[config.mk]
export PLATFORM = sky130hd
export DESIGN_NAME = cp0_exc_ctrl
export DESIGN_NICKNAME = d
export VERILOG_FILES = /design/src/rtl/cp0_exc_ctrl.sv
export SDC_FILE = /design/constraint.sdc
export NUM_CORES = 1
export LEC_CHECK = 0
export BUFFER_PORTS_ARGS = -buffer_cell sky130_fd_sc_hd__buf_4
export CELL_PAD_IN_SITES_DETAIL_PLACEMENT = 0
export CELL_PAD_IN_SITES_GLOBAL_PLACEMENT = 1
export CORE_MARGIN = 5
export CORE_UTILIZATION = 34
export DETAILED_ROUTE_END_ITERATION = 8
export GPL_ROUTABILITY_DRIVEN = 0
export PLACE_DENSITY_LB_ADDON = 0.1
export SYNTH_ARGS = -nofsm -noshare
export SYNTH_HDL_FRONTEND = slang
export SYNTH_SLANG_ARGS = --single-unit
[constraint.sdc]
create_clock -name clk -period 2.5 [get_ports clk]
set_input_delay 0.5 -clock clk [delete_from_list [all_inputs] [get_ports clk]]
set_output_delay 0.5 -clock clk [all_outputs]
set_load 0.05 [all_outputs]
[src/rtl/cp0_exc_ctrl.sv]
// Exception/ERET commit sequencer: prioritises the committing instruction's cause, drains the data bus,
// strobes CP0, then redirects fetch (strobe at N+1, redirect at N+2 when not busy). Optional TLB causes: CP0_EXC_TLB_EN.
module cp0_exc_ctrl #(
  parameter int DRAIN_MAX = 255
) (
  input  logic        clk,
  input  logic        resetn,
  input  logic        mem_valid,
  input  logic [31:0] mem_pc,
  input  logic        mem_bd,
  input  logic [9:0]  mem_exc,
  input  logic        mem_store,
  input  logic        mem_tlb_mod,
  input  logic [31:0] mem_dvaddr,
  input  logic        mem_eret,
  input  logic        mem_busy,
  input  logic        interrupt_pending,
  input  logic [31:0] exc_handler,
  input  logic [31:0] int_handler,
  input  logic [31:0] tlb_refill_handler,
  input  logic [31:0] epc,
  output logic        en_exp_o,
  output logic        exp_bd,
  output logic [31:0] exp_epc,
  output logic [4:0]  exp_excCode,
  output logic [31:0] exp_badVAddr,
  output logic        exp_badVAddr_we,
  output logic        clear_exl,
  output logic        stall,
  output logic        flush,
  output logic        redirect_valid,
  output logic [31:0] redirect_pc,
  output logic        drain_timeout
);

  localparam int CW = (DRAIN_MAX < 1) ? 1 : $clog2(DRAIN_MAX + 1);
  localparam logic [CW:0] LIMIT = (CW+1)'(DRAIN_MAX);

  localparam logic [1:0] S_IDLE     = 2'd0;
  localparam logic [1:0] S_DRAIN    = 2'd1;
  localparam logic [1:0] S_COMMIT   = 2'd2;
  localparam logic [1:0] S_REDIRECT = 2'd3;

  localparam logic [1:0] K_INT    = 2'd0;
  localparam logic [1:0] K_EXC    = 2'd1;
  localparam logic [1:0] K_REFILL = 2'd2;
  localparam logic [1:0] K_ERET   = 2'd3;

  logic [1:0]    state_q, state_d;
  logic [CW-1:0] cnt_q, cnt_d;
  logic [CW:0]   cnt_inc;
  logic          to_set;

  logic [1:0]  kind_q;
  logic        bd_q;
  logic [31:0] epc_q;
  logic [4:0]  code_q;
  logic [31:0] badv_q;
  logic        badv_we_q;

  logic        en_exp_q, clear_exl_q, stall_q, flush_q, redirect_valid_q, timeout_q;
  logic [31:0] redirect_pc_q;

  logic [9:0]  exc_m;
  logic        event_w;
  logic [1:0]  kind_w;
  logic [4:0]  code_w;
  logic [31:0] badv_w;
  logic        badv_we_w;
  logic        is_eret_d;
  logic [31:0] target_w;

`ifdef CP0_EXC_TLB_EN
  assign exc_m = mem_exc;
`else
  // TLB-originated causes (bits 1, 2, 8, 9) do not exist in this build.
  assign exc_m = mem_exc & 10'b00_1111_1001;
`endif

  assign event_w = mem_valid && (interrupt_pending || (|exc_m) || mem_eret);

  always_comb begin
    kind_w    = K_EXC;
    code_w    = 5'd0;
    badv_w    = 32'd0;
    badv_we_w = 1'b0;
    if (interrupt_pending) begin
      kind_w = K_INT;
    end else if (exc_m[0]) begin
      code_w    = 5'd4;
      badv_w    = mem_pc;
      badv_we_w = 1'b1;
    end else if (exc_m[1]) begin
      kind_w    = K_REFILL;
      code_w    = 5'd2;
      badv_w    = mem_pc;
      badv_we_w = 1'b1;
    end else if (exc_m[2]) begin
      code_w    = 5'd2;
      badv_w    = mem_pc;
      badv_we_w = 1'b1;
    end else if (exc_m[3]) begin
      code_w = 5'd10;
    end else if (exc_m[4]) begin
      code_w = 5'd12;
    end else if (exc_m[5]) begin
      code_w = 5'd8;
    end else if (exc_m[6]) begin
      code_w = 5'd9;
    end else if (exc_m[7]) begin
      code_w    = mem_store ? 5'd5 : 5'd4;
      badv_w    = mem_dvaddr;
      badv_we_w = 1'b1;
    end else if (exc_m[8]) begin
      kind_w    = K_REFILL;
      code_w    = mem_store ? 5'd3 : 5'd2;
      badv_w    = mem_dvaddr;
      badv_we_w = 1'b1;
    end else if (exc_m[9]) begin
      code_w    = mem_tlb_mod ? 5'd1 : (mem_store ? 5'd3 : 5'd2);
      badv_w    = mem_dvaddr;
      badv_we_w = 1'b1;
    end else if (mem_eret) begin
      kind_w = K_ERET;
    end
  end

  assign cnt_inc = {1'b0, cnt_q} + (CW+1)'(1);

  always_comb begin
    state_d = state_q;
    cnt_d   = cnt_q;
    to_set  = 1'b0;
    case (state_q)
      S_IDLE: begin
        cnt_d = '0;
        if (event_w) state_d = mem_busy ? S_DRAIN : S_COMMIT;
      end
      S_DRAIN: begin
        if (!mem_busy) begin
          state_d = S_COMMIT;
          cnt_d   = '0;
        end else if (cnt_inc >= LIMIT) begin
          state_d = S_COMMIT;
          cnt_d   = '0;
          to_set  = 1'b1;
        end else begin
          cnt_d = cnt_inc[CW-1:0];
        end
      end
      S_COMMIT:   state_d = S_REDIRECT;
      S_REDIRECT: state_d = S_IDLE;
      default:    state_d = S_IDLE;
    endcase
  end

  // A direct IDLE->COMMIT jump has not captured the kind yet, so look at the live decode.
  assign is_eret_d = (state_q == S_IDLE) ? (kind_w == K_ERET) : (kind_q == K_ERET);

  always_comb begin
    case (kind_q)
      K_INT:    target_w = int_handler;
      K_REFILL: target_w = tlb_refill_handler;
      K_ERET:   target_w = epc;
      default:  target_w = exc_handler;
    endcase
  end

  always_ff @(posedge clk or negedge resetn) begin
    if (!resetn) begin
      state_q          <= S_IDLE;
      cnt_q            <= '0;
      kind_q           <= K_INT;
      bd_q             <= 1'b0;
      epc_q            <= 32'd0;
      code_q           <= 5'd0;
      badv_q           <= 32'd0;
      badv_we_q        <= 1'b0;
      en_exp_q         <= 1'b0;
      clear_exl_q      <= 1'b0;
      stall_q          <= 1'b0;
      flush_q          <= 1'b0;
      redirect_valid_q <= 1'b0;
      redirect_pc_q    <= 32'd0;
      timeout_q        <= 1'b0;
    end else begin
      state_q <= state_d;
      cnt_q   <= cnt_d;
      if (state_q == S_IDLE && event_w) begin
        kind_q    <= kind_w;
        bd_q      <= mem_bd;
        epc_q     <= mem_bd ? (mem_pc - 32'd4) : mem_pc;
        code_q    <= code_w;
        badv_q    <= badv_w;
        badv_we_q <= badv_we_w;
      end
      en_exp_q         <= (state_d == S_COMMIT) && !is_eret_d;
      clear_exl_q      <= (state_d == S_COMMIT) && is_eret_d;
      stall_q          <= (state_d != S_IDLE);
      flush_q          <= (state_d == S_COMMIT) || (state_d == S_REDIRECT);
      redirect_valid_q <= (state_d == S_REDIRECT);
      // Sample the handler now, before CP0 reacts to the strobe.
      if (state_q == S_COMMIT) redirect_pc_q <= target_w;
      if (to_set) timeout_q <= 1'b1;
    end
  end

  assign en_exp_o        = en_exp_q;
  assign exp_bd          = bd_q;
  assign exp_epc         = epc_q;
  assign exp_excCode     = code_q;
  assign exp_badVAddr    = badv_q;
  assign exp_badVAddr_we = badv_we_q;
  assign clear_exl       = clear_exl_q;
  assign stall           = stall_q;
  assign flush           = flush_q | ((state_q == S_IDLE) && event_w);
  assign redirect_valid  = redirect_valid_q;
  assign redirect_pc     = redirect_pc_q;
  assign drain_timeout   = timeout_q;

endmodule

==> results.json, run 1 <==
{
  "status": "finished clean",
  "post_drt_wl_per_cell_um": 18.44,
  "slew_violations": 0,
  "viasPerCell": 5.034,
  "io_pins": 320,
  "drive_gt1_share_pct": 44.96,
  "rsz0062_at_grt": "no",
  "hold_viol_final": 0,
  "path_max_fanout": 13,
  "mostFrequentLayoutCell": "buf_4",
  "post-route-min-period_ns": 2.292,
  "synth.avg_cell_area_sq_um": 10.08,
  "antenna_cells": 0,
  "critical_path.startpoint": "state_q[1]",
  "drt-total-wl_um": 21870,
  "drc": 0,
  "cts.clk_slew.worst_paths_ns": 0.06,
  "ys_types": 57,
  "critPathRequiredTime_ns": 2.00,
  "start_util_pct": 34.19,
  "io_buffer_count": 313,
  "drv_cap": 0,
  "drt-pass1-iter-count": 5,
  "fp.dieArea_sq_mm": 0.02145,
  "rows": 50,
  "ys.flop_type": "dfrtp_1",
  "total_power_mw": 12.39,
  "grt_pass1_vias": 6202,
  "die_w_um": 146.5,
  "power_per_cell_area_mw_per_mm2": 1292,
  "worstMarginPinSlew_ns": 0.5838,
  "fillCellCount": 1725,
  "area_growth_pct": 51.52,
  "grt-ovfl-total": 0,
  "antenna_found_initial": 0,
  "postSynthCellCount": 628,
  "cts_hold_buf": 0,
  "final-setup-viol-count": 0,
  "drtAntennaViolNets": 0,
  "reg2reg_from": "cnt_q[0]",
  "dieHeight_um": 146.5,
  "multiInputGateArea_sq_mm": 0.003144,
  "final_util_pct": 51.80,
  "synth_edf_count": 0,
  "cts_root_buf": "clkbuf_16",
  "worstPathCellList": "nor2_1 -> o211ai_4 -> nand2b_1 -> buf_4",
  "grt_use_total_pct": 20.08,
  "crit_path_max_incr_delay_ns": 0.51,
  "min_period_over_period_pct": 91.66,
  "skew_ns": 0.006008,
  "cts_resized": 0,
  "worst-setup-path-type": "register to output pin",
  "startpoint_type": "register",
  "slew_headroom_pct": 61.08,
  "vias": 5970,
  "insertion_delay_ns": 0.41,
  "irDropWorstVdd_mv": 0.5846,
  "power_leakage_nw": 4.594,
  "seq_area_frac_synth_pct": 47.43,
  "synth_warnings": 0,
  "core-area_sq_mm": 0.01852,
  "setup_tns_ns": 0,
  "tritoncts": "yes",
  "regArea_sq_mm": 0.003004,
  "ys_ff_latch": 120,
  "cts_num_sinks": 120,
  "syn-num-nets": 842,
  "drt_iter0_drc": 339,
  "cts_buffers": 17,
  "htreeDepth": 4,
  "final_cell_mix": "buf_4, nand2_1, dfrtp_1",
  "hold_path_class": "input pin to asynchronous set/reset pin",
  "worstSetupEndpointType": "output pin",
  "nNetsFinal": 1153,
  "max_clock_freq_mhz": 436.4,
  "dp.final_hpwl_um": 16980,
  "crit_slowest_cell": "dfrtp_1",
  "cts_setup_buffers": 0,
  "cts_buffer_depth": 2,
  "grt_pass1_wl_um": 34280,
  "async_reset_ff_share_pct": 100.0,
  "synth_area_sq_mm": 0.006331,
  "arrival_ns": 1.79,
  "grt_max_degree": 43
}
[layout make-up]
type                            instances  area share (%)
Inverter                                7          0.2739
Clock inverter                         14           1.578
Timing Repair Buffer                  331           26.42
Sequential cell                       120           31.32
Clock buffer                           18           4.578
Multi-Input combinational cell        462           32.78
Tap cell                              234           3.052
[through the flow]
| step | hold WS [ns] | cell area [sq um] | setup WS (ns) | instances |
|---|---|---|---|---|
| after CTS | 0.09427 | 9593 | 0.1799 | 1186 |
| final | 0.08247 | 9593 | 0.2084 | 1186 |
| after floorplan | 0.2044 | 6331 | 0.1273 | 628 |
| after global routing | 0.1272 | 9593 | 0.02793 | 1186 |
| after detailed placement | 0.4657 | 9002 | 0.2197 | 1154 |
| after global placement | 0.4629 | 9002 | 0.2324 | 1154 |
[path summary, 6_finish.rpt]
kind	endpoint	slack [ns]	cells after the start
worst max-delay path	flush	0.21	4
worst min-delay path	redirect_pc[30]	0.08	1
worst max register to register	clear_exl	0.27	7
worst min register to register	redirect_pc[7]	0.48	2
max in group asynchronous	redirect_pc[7]	1.74	2
min in group clk	exp_excCode[2]	0.31	2
[flip-flops by register name, indices dropped and copies added (netlist names)]
register and count:
exp_badVAddr_we 1, cnt_q 8, redirect_pc 32, flush_q 1
exp_epc 32, drain_timeout 1, stall 1, exp_excCode 4
state_q 2, clear_exl 1, en_exp_o 1, exp_bd 1
exp_badVAddr 32, kind_q 2, redirect_valid 1
[layer usage]
| metal | global-route usage, % | vias to the layer above | routed length, um |
|---|---|---|---|
| met4 | 7.949 | 0 | 584 |
| met2 | 34.04 | 252 | 11030 |
| li1 | - | 2847 | - |
| met3 | 6.859 | 37 | 1839 |
| met5 | 0 | - | 0 |
| met1 | 23.45 | 2834 | 8415 |
[report_power, final]
group	leakage, nW	switching (mW)	total (mW)	internal (mW)
clock	0.286	0.934	2.43	1.50
sequential	1.54	0.508	3.27	2.76
combinational	2.77	4.50	6.69	2.19
[cell families after synthesis]
logic type | synth area share [%]
AOI/OAI and AO/OA | 13.54
xor gates and xnor gates | 3.873
adders and majority gates | 0.5929
buffers and inverters | 3.083
DFF | 47.43
muxes | 12.43
other | 0.05923
and+or+nand+nor | 18.99
[cell usage after synthesis (7+ instances only)]
master,n,area (sq um)
a21oi_1,10,50.05
clkbuf_1,22,82.58
buf_2,12,60.06
mux4_2,32,720.7
nand2_1,180,675.7
a22oi_1,32,240.2
nor2_1,20,75.07
dfrtp_1,120,3003
o21ai_0,52,260.3
inv_1,7,26.28
xnor2_1,23,201.4
nor3_1,8,40.04
o21ai_1,14,70.07
[worst max-delay path: cells and delay by family (launching register included)]
family          cells  cell delay (ns)
buf+inv             1             0.20
flops               1             0.51
simple gates        2             0.49
compound gates      1             0.17
No activity file was read; power rests on OpenSTA's default activity.
==> run 2, diff against run 1 <==
ABC_AREA = 0   (was default)
BUFFER_PORTS_ARGS = default   (was -buffer_cell sky130_fd_sc_hd__buf_4)
CORE_UTILIZATION = 46   (was 34)
DONT_BUFFER_PORTS = 1   (was default)
==> run 2 against run 1 <==
- the flow now finishes with violations (hold timing)
- highest routed layer is now met5
- critical path depth did not move
- combinational power down 66%
- die area decreased by 24%
- flip-flop and latch count unchanged
- register-to-register slack worse by 0.03 ns
- clock skew is 0.0062 ns higher
- hold slack worse by 0.30 ns
==> results.json, run 2 (synthesis gave the netlist of run 1 again) <==
{
  "status": "finished with violations",
  "violations": "hold timing",
  "cts_setup_buffers": 0,
  "vias": 4834,
  "grt-ovfl-total": 0,
  "crit_path_max_incr_delay_ns": 0.51,
  "io_buffer_count": 0,
  "cts_num_sinks": 120,
  "skew_ns": 0.01219,
  "irDropWorstVdd_mv": 0.6465,
  "drt-pass1-iter-count": 5,
  "viasPerCell": 5.917,
  "fp.dieArea_sq_mm": 0.01621,
  "reg2reg_setup_slack_ns": 0.24,
  "die_w_um": 127.3,
  "worstPathCellList": "nor2_1 -> o211ai_4 -> nand2b_1 -> buf_4",
  "pre_cts_slack_ns": 0.2366,
  "drt-total-wl_um": 19240,
  "cts.clk_slew.worst_paths_ns": 0.05,
  "antenna_found_initial": 8,
  "min_period_over_period_pct": 91.40,
  "startpoint_type": "register",
  "drt_iter0_drc": 340,
  "insertion_delay_ns": 0.42,
  "grt_use_total_pct": 22.99,
  "slew_headroom_pct": 59.32,
  "path_max_fanout": 13,
  "grt_max_degree": 121,
  "worstSetupEndpointType": "output pin",
  "arrival_ns": 1.78,
  "nNetsFinal": 835,
  "rsz0062_at_grt": "no",
  "setup_tns_ns": 0,
  "final_cell_area_sq_mm": 0.007191,
  "power_per_cell_area_mw_per_mm2": 1533,
  "area_growth_pct": 13.58,
  "final-setup-viol-count": 0,
  "cts_root_buf": "clkbuf_16",
  "core-area_sq_mm": 0.01335,
  "critPathRequiredTime_ns": 2.00,
  "final_cell_mix": "nand2_1, dfrtp_1, o21ai_0",
  "dp.final_hpwl_um": 14540,
  "hold_path_class": "input pin to asynchronous set/reset pin",
  "drive_gt1_share_pct": 16.88,
  "slew_violations": 0,
  "htreeDepth": 4,
  "crit_slowest_cell": "dfrtp_1",
  "drv_cap": 0,
  "mostFrequentLayoutCell": "nand2_1",
  "hold_viol_final": 120,
  "cts_buffers": 17,
  "cts_resized": 0,
  "tritoncts": "yes",
  "start_util_pct": 47.43,
  "post_drt_wl_per_cell_um": 23.54,
  "drc": 0,
  "setup_slack_ns": 0.2151,
  "worstMarginPinSlew_ns": 0.6102,
  "grt_pass1_vias": 4823,
  "rows": 42,
  "dieHeight_um": 127.3,
  "cts_buffer_depth": 2,
  "max_clock_freq_mhz": 437.7,
  "io_pins": 320,
  "drtAntennaViolNets": 0,
  "grt_pass1_wl_um": 28810,
  "power_leakage_nw": 3.059,
  "post-route-min-period_ns": 2.285,
  "worst-setup-path-type": "register to output pin",
  "placed_area_sq_mm": 0.006530,
  "holdWs_ns": -0.2129
}
-- run 2: changes by cell type in the layout (fill, tap and decap cells not counted), sizes merged, moves of 2 or more --
cell / previous run / this run
buf: 331 / 13
clkbuf: 18 / 25
clkinv: 9 / 2
diode: 0 / 7
bufinv: 2 / 4
-- run 2: routing by layer --
metal	share of wire (%)	GRT usage [%]	vias to the layer above	routed length [um]
met5	0.068	0	-	13
met4	2.0	8.833	2	380
met3	11	9.432	29	2139
met2	50	37.50	246	9567
met1	37	27.24	2339	7135
li1	-	-	2218	-
-- run 2: cell type report --
type	instances	area (sq um)
fill	1195	6157
multi-input combinational	462	3144
sequential	120	3004
clock buffer	25	505.5
tap	176	220.2
clock inverter	7	137.6
timing repair buffer	13	135.1
inverter	7	26.28
antenna	7	17.52
-- run 2: path summary, 6_finish.rpt --
check | start | cells after the start | to
max reg2reg | cnt_q[0] | 8 | cnt_q[3]
max | state_q[1] | 4 | flush
min reg2reg | kind_q[1] | 2 | kind_q[1]
min | resetn | 0 | redirect_valid
max in group asynchronous | resetn | 0 | exp_epc[28]
min in group clk | interrupt_pending | 1 | exp_badVAddr_we
-- run 2: where the power goes --
part	switching, mW	leakage [nW]	internal (mW)	total [mW]
sequential	3.43	1.54	2.70	6.13
combinational	1.20	1.21	1.05	2.25
clock	0.847	0.314	1.80	2.64
-- run 2: critical path, delay by kind of cell (launching register included) --
kind / cells / cell delay, ns
flops: 1 / 0.51
compound gates: 1 / 0.16
buf+inv: 1 / 0.20
simple gates: 2 / 0.50
-- run 2: metrics by stage --
step	total power, mW	instances	util [%]
floorplan	7.731	628	-
CTS	11.14	810	53.74
global route	11.57	816	53.85
finish	11.03	817	53.87
detailed placement	8.465	778	48.92
global placement	8.378	778	48.92
